[config.mk]
export PLATFORM = sky130hd
export DESIGN_NAME = kbd_event_sequencer
export DESIGN_NICKNAME = d
export VERILOG_FILES = /design/src/rtl/kbd_event_sequencer.sv
export SDC_FILE = /design/constraint.sdc
export NUM_CORES = 1
export LEC_CHECK = 0
export BUFFER_PORTS_ARGS = -buffer_cell sky130_fd_sc_hd__buf_2
export CELL_PAD_IN_SITES_DETAIL_PLACEMENT = 1
export CELL_PAD_IN_SITES_GLOBAL_PLACEMENT = 2
export CORE_UTILIZATION = 39
export CTS_BUF_LIST = sky130_fd_sc_hd__clkbuf_16
export CTS_CLUSTER_DIAMETER = 120
export DETAILED_ROUTE_END_ITERATION = 10
export PLACE_DENSITY_LB_ADDON = 0.08
export SYNTH_ARGS = -nofsm -noshare
export SYNTH_HDL_FRONTEND = slang
export SYNTH_SLANG_ARGS = --single-unit
[constraint.sdc]
create_clock -name clk -period 10.8 [get_ports clk]
set_input_delay 1.08 -clock clk [delete_from_list [all_inputs] [get_ports clk]]
set_output_delay 1.08 -clock clk [all_outputs]
set_load 0.02 [all_outputs]
[src/rtl/kbd_event_sequencer.sv]
// kbd_event_sequencer
// Turns a stream of PS/2 set-2 scancode bytes into key events (release, press,
// typematic repeat). Prefix bytes (E0, F0, E0 F0) are tracked by the FSM, the
// Pause sequence (E1 + 7 bytes) is swallowed, and a 256-bit pressed bitmap
// distinguishes a fresh press from a repeat and filters orphan releases.
//
// Ports:
//   clk, rst        clock, asynchronous active-high reset
//   byte_valid      receiver byte available
//   byte_data       received byte
//   byte_ready      byte accepted on byte_valid & byte_ready
//   scancode        registered {prefix, code} presented to the converter
//   evcode          converter result for scancode (combinational, external)
//   ev_valid        event available, held until ev_ready
//   ev_code         evdev key code
//   ev_value        0 release, 1 press, 2 repeat
//   ev_ready        event consumed on ev_valid & ev_ready
//   bat_pulse       one-cycle pulse on self-test pass byte AA
//   err_pulse       one-cycle pulse on error byte or mid-sequence timeout
module kbd_event_sequencer #(
    parameter int unsigned TIMEOUT_CYCLES = 2000000,
    parameter bit          REPEAT_EN      = 1'b1
) (
    input  logic        clk,
    input  logic        rst,
    input  logic        byte_valid,
    input  logic [7:0]  byte_data,
    output logic        byte_ready,
    output logic [15:0] scancode,
    input  logic [7:0]  evcode,
    output logic        ev_valid,
    output logic [7:0]  ev_code,
    output logic [1:0]  ev_value,
    input  logic        ev_ready,
    output logic        bat_pulse,
    output logic        err_pulse
);

    typedef enum logic [2:0] {
        StIdle,
        StE0,
        StF0,
        StE0F0,
        StPause,
        StLookup,
        StEmit
    } state_t;

    // Counter runs 0..TIMEOUT_CYCLES-1; reaching the last value with no byte
    // means TIMEOUT_CYCLES idle cycles have elapsed.
    localparam int unsigned CW = (TIMEOUT_CYCLES > 1) ? $clog2(TIMEOUT_CYCLES) : 1;
    localparam logic [CW-1:0] TO_LAST = CW'(TIMEOUT_CYCLES - 1);

    state_t         state;
    logic           brk;
    logic [2:0]     skip;
    logic [CW-1:0]  to_cnt;
    logic [255:0]   pressed;
    logic           accept;
    logic           mid_seq;

    // Ready is decoded from state but forced low while reset is held.
    assign byte_ready = !rst && (state inside {StIdle, StE0, StF0, StE0F0, StPause});
    assign accept     = byte_valid && byte_ready;
    assign mid_seq    = state inside {StE0, StF0, StE0F0, StPause};

    always_ff @(posedge clk or posedge rst) begin
        if (rst) begin
            state     <= StIdle;
            brk       <= 1'b0;
            skip      <= 3'd0;
            to_cnt    <= '0;
            pressed   <= '0;
            scancode  <= 16'h0000;
            ev_valid  <= 1'b0;
            ev_code   <= 8'h00;
            ev_value  <= 2'd0;
            bat_pulse <= 1'b0;
            err_pulse <= 1'b0;
        end else begin
            bat_pulse <= 1'b0;
            err_pulse <= 1'b0;

            // Timeout only while waiting inside a multi-byte sequence; any
            // accepted byte restarts it. Abort never collides with the case
            // below since that only moves state on an accepted byte.
            if (mid_seq && !accept) begin
                if (to_cnt == TO_LAST) begin
                    state     <= StIdle;
                    err_pulse <= 1'b1;
                    skip      <= 3'd0;
                    to_cnt    <= '0;
                end else begin
                    to_cnt <= to_cnt + 1'b1;
                end
            end else begin
                to_cnt <= '0;
            end

            case (state)
                StIdle: begin
                    if (accept) begin
                        case (byte_data)
                            8'hE0: state <= StE0;
                            8'hF0: state <= StF0;
                            8'hE1: begin
                                state <= StPause;
                                skip  <= 3'd7;
                            end
                            8'hFA, 8'hEE: ;  // ack / echo: nothing to report
                            8'hAA: begin
                                bat_pulse <= 1'b1;
                                pressed   <= '0;
                            end
                            8'h00, 8'hFF, 8'hFE: err_pulse <= 1'b1;
                            default: begin
                                scancode <= {8'h00, byte_data};
                                brk      <= 1'b0;
                                state    <= StLookup;
                            end
                        endcase
                    end
                end
                StE0: begin
                    if (accept) begin
                        if (byte_data == 8'hF0) begin
                            state <= StE0F0;
                        end else if (byte_data == 8'h12) begin
                            state <= StIdle;  // fake shift
                        end else begin
                            scancode <= {8'hE0, byte_data};
                            brk      <= 1'b0;
                            state    <= StLookup;
                        end
                    end
                end
                StF0: begin
                    if (accept) begin
                        scancode <= {8'h00, byte_data};
                        brk      <= 1'b1;
                        state    <= StLookup;
                    end
                end
                StE0F0: begin
                    if (accept) begin
                        if (byte_data == 8'h12) begin
                            state <= StIdle;
                        end else begin
                            scancode <= {8'hE0, byte_data};
                            brk      <= 1'b1;
                            state    <= StLookup;
                        end
                    end
                end
                StPause: begin
                    if (accept) begin
                        if (skip == 3'd1) begin
                            skip  <= 3'd0;
                            state <= StIdle;
                        end else begin
                            skip <= skip - 3'd1;
                        end
                    end
                end
                StLookup: begin
                    // evcode is the converter's view of the scancode loaded last cycle.
                    if (brk) begin
                        if (pressed[evcode]) begin
                            pressed[evcode] <= 1'b0;
                            ev_code         <= evcode;
                            ev_value        <= 2'd0;
                            ev_valid        <= 1'b1;
                            state           <= StEmit;
                        end else begin
                            state <= StIdle;
                        end
                    end else if (!pressed[evcode]) begin
                        pressed[evcode] <= 1'b1;
                        ev_code         <= evcode;
                        ev_value        <= 2'd1;
                        ev_valid        <= 1'b1;
                        state           <= StEmit;
                    end else if (REPEAT_EN) begin
                        ev_code  <= evcode;
                        ev_value <= 2'd2;
                        ev_valid <= 1'b1;
                        state    <= StEmit;
                    end else begin
                        state <= StIdle;
                    end
                end
                StEmit: begin
                    if (ev_ready) begin
                        ev_valid <= 1'b0;
                        state    <= StIdle;
                    end
                end
                default: state <= StIdle;
            endcase
        end
    end

endmodule

# ---- After elaboration in Yosys (flattened, before gate mapping)
# Index checks and enable logic that the tools add are counted.
dict set report totals {
  ff_bits 313
  input_bits 20
  out_inout_bits 30
  elab_cells 137
}
dict set report classes {
  add_sub_neg 2
  n_lt_le_gt_ge 2
  eq_ne 30
  mux 68
  n_bitwise 3
  n_reduce_logical 21
}
# cell n
set ops {}
lappend ops {{$mux 256} 5}
lappend ops {{$pmux 256 s2} 1}
lappend ops {{$and 256x256->256} 1}
lappend ops {{$not 256->256} 1}
lappend ops {{$or 256x256->256} 1}
lappend ops {{$mux 16} 7}
lappend ops {{$eq 8x8->1 const B} 8}
lappend ops {{$pmux 16 s4} 1}
lappend ops {{$mux 3} 19}
lappend ops {{$mux 21} 2}
lappend ops {{$add 21x1->21 const B} 1}
lappend ops {{$eq 21x21->1 const B} 1}
lappend ops {{$mux 1} 21}
lappend ops {{$pmux 3 s7} 1}
lappend ops {{$ne 2x2->1 const B} 9}
lappend ops {{$mux 8} 2}
lappend ops {{$pmux 3 s4} 1}
lappend ops {{$eq 3x3->1 const B} 3}
lappend ops {{$lt 8x9->1 const B} 1}
lappend ops {{$reduce_and 9->1} 1}
lappend ops {{$reduce_or 9->1} 1}
lappend ops {{$bmux 1 s8} 1}
lappend ops {{$demux 1 s8} 1}
lappend ops {{$eq 8x5->1 const B} 1}
lappend ops {{23 further kinds} 35}

# ---- Longest topological paths before layout
dict set report logic_depth {
  ltp_word 10
  mapped_depth 16
  mapped_depth_nobuf 9
}

# ---- Least setup slack after synthesis
# OpenSTA, ideal clock, no wires.
dict set report synth_timing {
  path_type {input to register}
  start {in evcode[0]}
  end {reg pressed[54]}
  setup_ns 0.136
  t_arrival_ns 3.679
  required_time_ns 10.664
  setup_slack_ns 6.984
  path_stages 13
  path_buffers 6
  cell_sequence {buf_6 -> buf_8 -> buf_8 -> mux4_2 -> mux4_2 -> o211ai_2 -> o311a_1 -> buf_2 -> buf_2 -> clkbuf_1 -> o21ai_0 -> nand4_1 -> o21ai_0}
}
dict set report synth_via {
  elab_chain_len 9
  word_cells_on_any_way 17
  cone_classes {order compare: 2; eq/ne: 2; mux: 8; bitwise: 3; reduce/logical: 2}
}
# element line
set synth_lines {}
lappend synth_lines {{start, declared} 30} ;# input logic [7:0] evcode,
lappend synth_lines {{$lt 8x9->1 (not written as such) / $ge 8x1->1 (equally long branches)} {169, 178}}
lappend synth_lines {{$logic_and 1x1->1 (not written as such)} {169, 178}}
lappend synth_lines {{$mux 1 (not written as such)} {169, 178}}
lappend synth_lines {{$demux 1 s8} {169, 178}}
lappend synth_lines {{$not 256->256 (no source line)} -}
lappend synth_lines {{$and 256x256->256 (no source line)} -}
lappend synth_lines {{$mux 256} 168} ;# if (pressed[evcode]) begin
lappend synth_lines {{$mux 256} 167} ;# if (brk) begin
lappend synth_lines {{$pmux 256 s2} 100} ;# case (state)
lappend synth_lines {{end signal, assigned} 113} ;# pressed <= '0;
lappend synth_lines {{end signal, assigned by index} 169} ;# pressed[evcode] <= 1'b0;
lappend synth_lines {{end signal, assigned by index} 178} ;# pressed[evcode] <= 1'b1;
lappend synth_lines {{end, declared} 58} ;# logic [255:0] pressed;
# Several ways; a longest one is shown, not always the timed one. The select of a mux whose other input is x is not followed.
# A chain may end at the register's enable or synchronous reset.

# ---- Worst setup path after layout
dict set report layout_timing {
  start {in evcode[0]}
  end {reg pressed[29]}
}
# Same word-level chain as after synthesis.

==> flow_summary.ini <==
[status]
outcome = finished, violations left
violations = slew limit

[grt]
grt.met2_usage_pct = 51.8
globalRouteMet3Util_pct = 6.26
first_global_vias = 21500
antenna_found_initial = 3
grt_util_met1_pct = 50.3
track_usage_pct = 34.9
overflow = 0
busiest_layer = met2
grt_pass1_wl_um = 143000
grt_max_degree = 278

[placed_design]
place_hpwl_um = 51300
dp_slack_ns = 4.25
gp_congestion = 0.824
port_buffers = 44

[layout]
fin_util_pct = 42.8
multi_input_area_mm2 = 0.0119
nFillCells = 6125
final_nets = 2390
syn2layout_area_growth_pct = 8.22
drive_above_1_share_pct = 12.1
ff_latch_area_mm2 = 0.00766

[clocking]
clk_pin_slew_ns = 0.06
clkSinkCount = 306
root_buffer = clkbuf_16
cts.path.max_buffers = 3
ctsHoldBuffers = 0
clk_latency_ns = 0.59
cts_resized = 0
cts_tree = yes
cts_buffers = 41
cts_max_level = 2
cts_setup_buffers = 0

[setup_path]
critPathLaunch = evcode[0]
crit_end = pressed[29]$_DFFE_PP0P_
r2r-end = pressed[29]$_DFFE_PP0P_
worstPathArrival_ns = 6.66
worst_r2r_path_depth = 9
end_kind = flip-flop
required_ns = 11.23
critical_path.max_fanout = 266
startpoint_type = primary input
ff2ff_setup_slack_ns = 6.26
r2r_start = pressed[20]$_DFFE_PP0P_
critical_path_class = primary input to flip-flop

[yosys]
yosys.area_share.simple_pct = 25.2
synthFlopType = dfrtp_1
syn_area_mm2 = 0.0208
synth_top_area_share_pct = 36.9
yosys.area.top_type = dfrtp_1
yosysUniqueCellTypes = 63
yosysWarningCount = 0
synth_top_family_by_area = simple AND/OR/NAND/NOR gates
yosysSeqAreaShare_pct = 36.9
synth-compound-area-share_pct = 21.4
synth_mux_area_share_pct = 8.60
ys_seq_elements = 306
avgSynthCellArea_um2 = 8.17
async_flop_share_pct = 100
synth_xor_xnor_area_share_pct = 0.801
syn_inst = 2542
ys_top_cells_by_area = dfrtp_1 37%, o21ai_0 8.7%, or4_1 8.3%, nand4_1 7.1%, mux4_2 6.7%
synth_edf_count = 0
synthAdderAreaFrac_pct = 0.181

[sta]
hold_viol_final = 0
skew_ns = 0.0200
slew_headroom_pct = -14.0
rsz0062_at_grt = no
worstMarginPinSlew_ns = 1.71
tns_ns = 0
drv_slew = 151
max_freq_mhz = 160
fin_hold_ws_ns = 0.500
post-route-period-util_pct = 57.7
setup_viol = 0
fin_ws_ns = 4.57
fin_crit_ns = 6.23

[route]
wl_per_cell_um = 30.9
vias = 21700
firstDrtPassIters = 5
routed_wl_um = 95300
postRouteAntennaNets = 0
vias_per_cell = 7.04
drc = 0
first_iter_violations = 2267

[flow_run]
cap_violations = 0

[floorplanning]
die_width_um = 233
rows = 84
core_region_area_mm2 = 0.0526
die_area_mm2 = 0.0542
start_util_pct = 39.5
pin_count = 50
die_height_um = 233

[min_path]
hp-class = flip-flop to flip-flop

[power]
worst_ir_drop_vdd_v = 0.000100
leakage_nw = 8.41
p_total_w = 0.00381
power_density_mw_per_mm2 = 170
[flip-flops by register name, indices dropped and copies added, names as in the netlist]
register / cells
bat_pulse: 1
brk: 1
err_pulse: 1
ev_code: 8
ev_valid: 1
ev_value: 2
pressed: 256
scancode: 9
skip: 3
state: 3
to_cnt: 21
[worst min path at each step]
stage,start,end,slack (ns),depth (start not counted)
global route,ev_value[0]$_DFFE_PP0P_,ev_value[0]$_DFFE_PP0P_,0.52,1
CTS,skip[2]$_DFF_PP0_,skip[2]$_DFF_PP0_,0.50,2
detailed placement,skip[2]$_DFF_PP0_,skip[2]$_DFF_PP0_,0.48,2
floorplan,skip[2]$_DFF_PP0_,skip[2]$_DFF_PP0_,0.45,2
finish,skip[2]$_DFF_PP0_,skip[2]$_DFF_PP0_,0.50,2
global placement,skip[2]$_DFF_PP0_,skip[2]$_DFF_PP0_,0.47,2
[Yosys cell counts, types with 3 or more instances]
cell type	instances
nand4_1	236
nor2b_1	13
xor2_1	11
mux2_2	23
buf_2	41
clkbuf_2	4
nor4_1	3
buf_6	3
a31oi_1	9
o211ai_1	17
or3_1	6
nand2_2	3
or4_1	230
mux2i_1	13
xnor2_1	8
nor2_1	288
dfrtp_1	306
nand3_1	35
o2111ai_1	4
o21ai_1	133
a21oi_1	252
and2_1	4
inv_1	12
nor3_1	25
a22oi_1	23
buf_4	16
ha_1	3
nor4b_1	3
buf_1	14
clkbuf_1	246
nor3b_1	3
a2111o_1	5
nand2_1	80
buf_8	3
mux4_2	62
nand2b_1	9
o21ai_0	362
[stage by stage]
stage          instance area [um2]  instances
3_5_place_dp                 21200       3012
5_1_grt                      22500       3081
6_report                     22500       3083
3_3_place_gp                 21200       3012
2_1_floorplan                20800       2546
4_1_cts                      22500       3081
[layout by cell type, fill, tap and decap left out, types with 13 or more instances in the layout]
cell type / Yosys / routed
o21ai_0: 362 / 362
dfrtp_1: 306 / 306
nor2_1: 288 / 276
a21oi_1: 252 / 251
nand4_1: 236 / 236
or4_1: 230 / 229
o21ai_1: 133 / 133
nand2_1: 80 / 77
mux4_2: 62 / 62
buf_4: 16 / 60
clkbuf_16: 0 / 43
buf_2: 41 / 42
nand3_1: 35 / 33
mux2_2: 23 / 23
a22oi_1: 23 / 23
inv_1: 12 / 18
o211ai_1: 17 / 17
nor2b_1: 13 / 13
mux2i_1: 13 / 13
nor3_1: 25 / 13
[kinds of logic after synthesis]
group	after synthesis
simple gates	946
buf+inv	339
fa+ha+maj	3
xor+xnor	19
mux	98
compound gates	830
other cells	1
flops	306
[cell type report]
class,instances,area share [%]
multi-input combinational,1901,52.9
sequential,306,34.1
clock buffer,43,4.79
tap,688,3.83
timing repair buffer,105,3.21
clock inverter,26,0.974
inverter,12,0.234
antenna,2,0.0223
[routing by layer]
metal / wire, um / vias to the layer above
met5: 16 / -
met4: 3360 / 2
met3: 6870 / 199
met2: 42300 / 811
met1: 42800 / 11400
li1: - / 9261
[where the power goes]
| part | total, W | leakage, nW | switching (W) | internal (W) |
|---|---|---|---|---|
| Clock | 0.00139 | 0.665 | 0.000585 | 0.000809 |
| Sequential | 0.00131 | 4.14 | 0.0000816 | 0.00123 |
| Combinational | 0.00111 | 3.61 | 0.000788 | 0.000323 |
| Total | 0.00381 | 8.41 | 0.00145 | 0.00236 |
[critical path, cell delays in order]
cell       delay [ns]
buf_4            0.62
buf_4            0.79
mux4_2           0.66
a22oi_1          0.20
a31oi_1          0.14
a2111oi_2        0.60
o311a_4          0.82
buf_12           0.42
o21ai_0          0.26
nand4_1          0.17
o21ai_0          0.10
(Power assumes the default switching activity.)
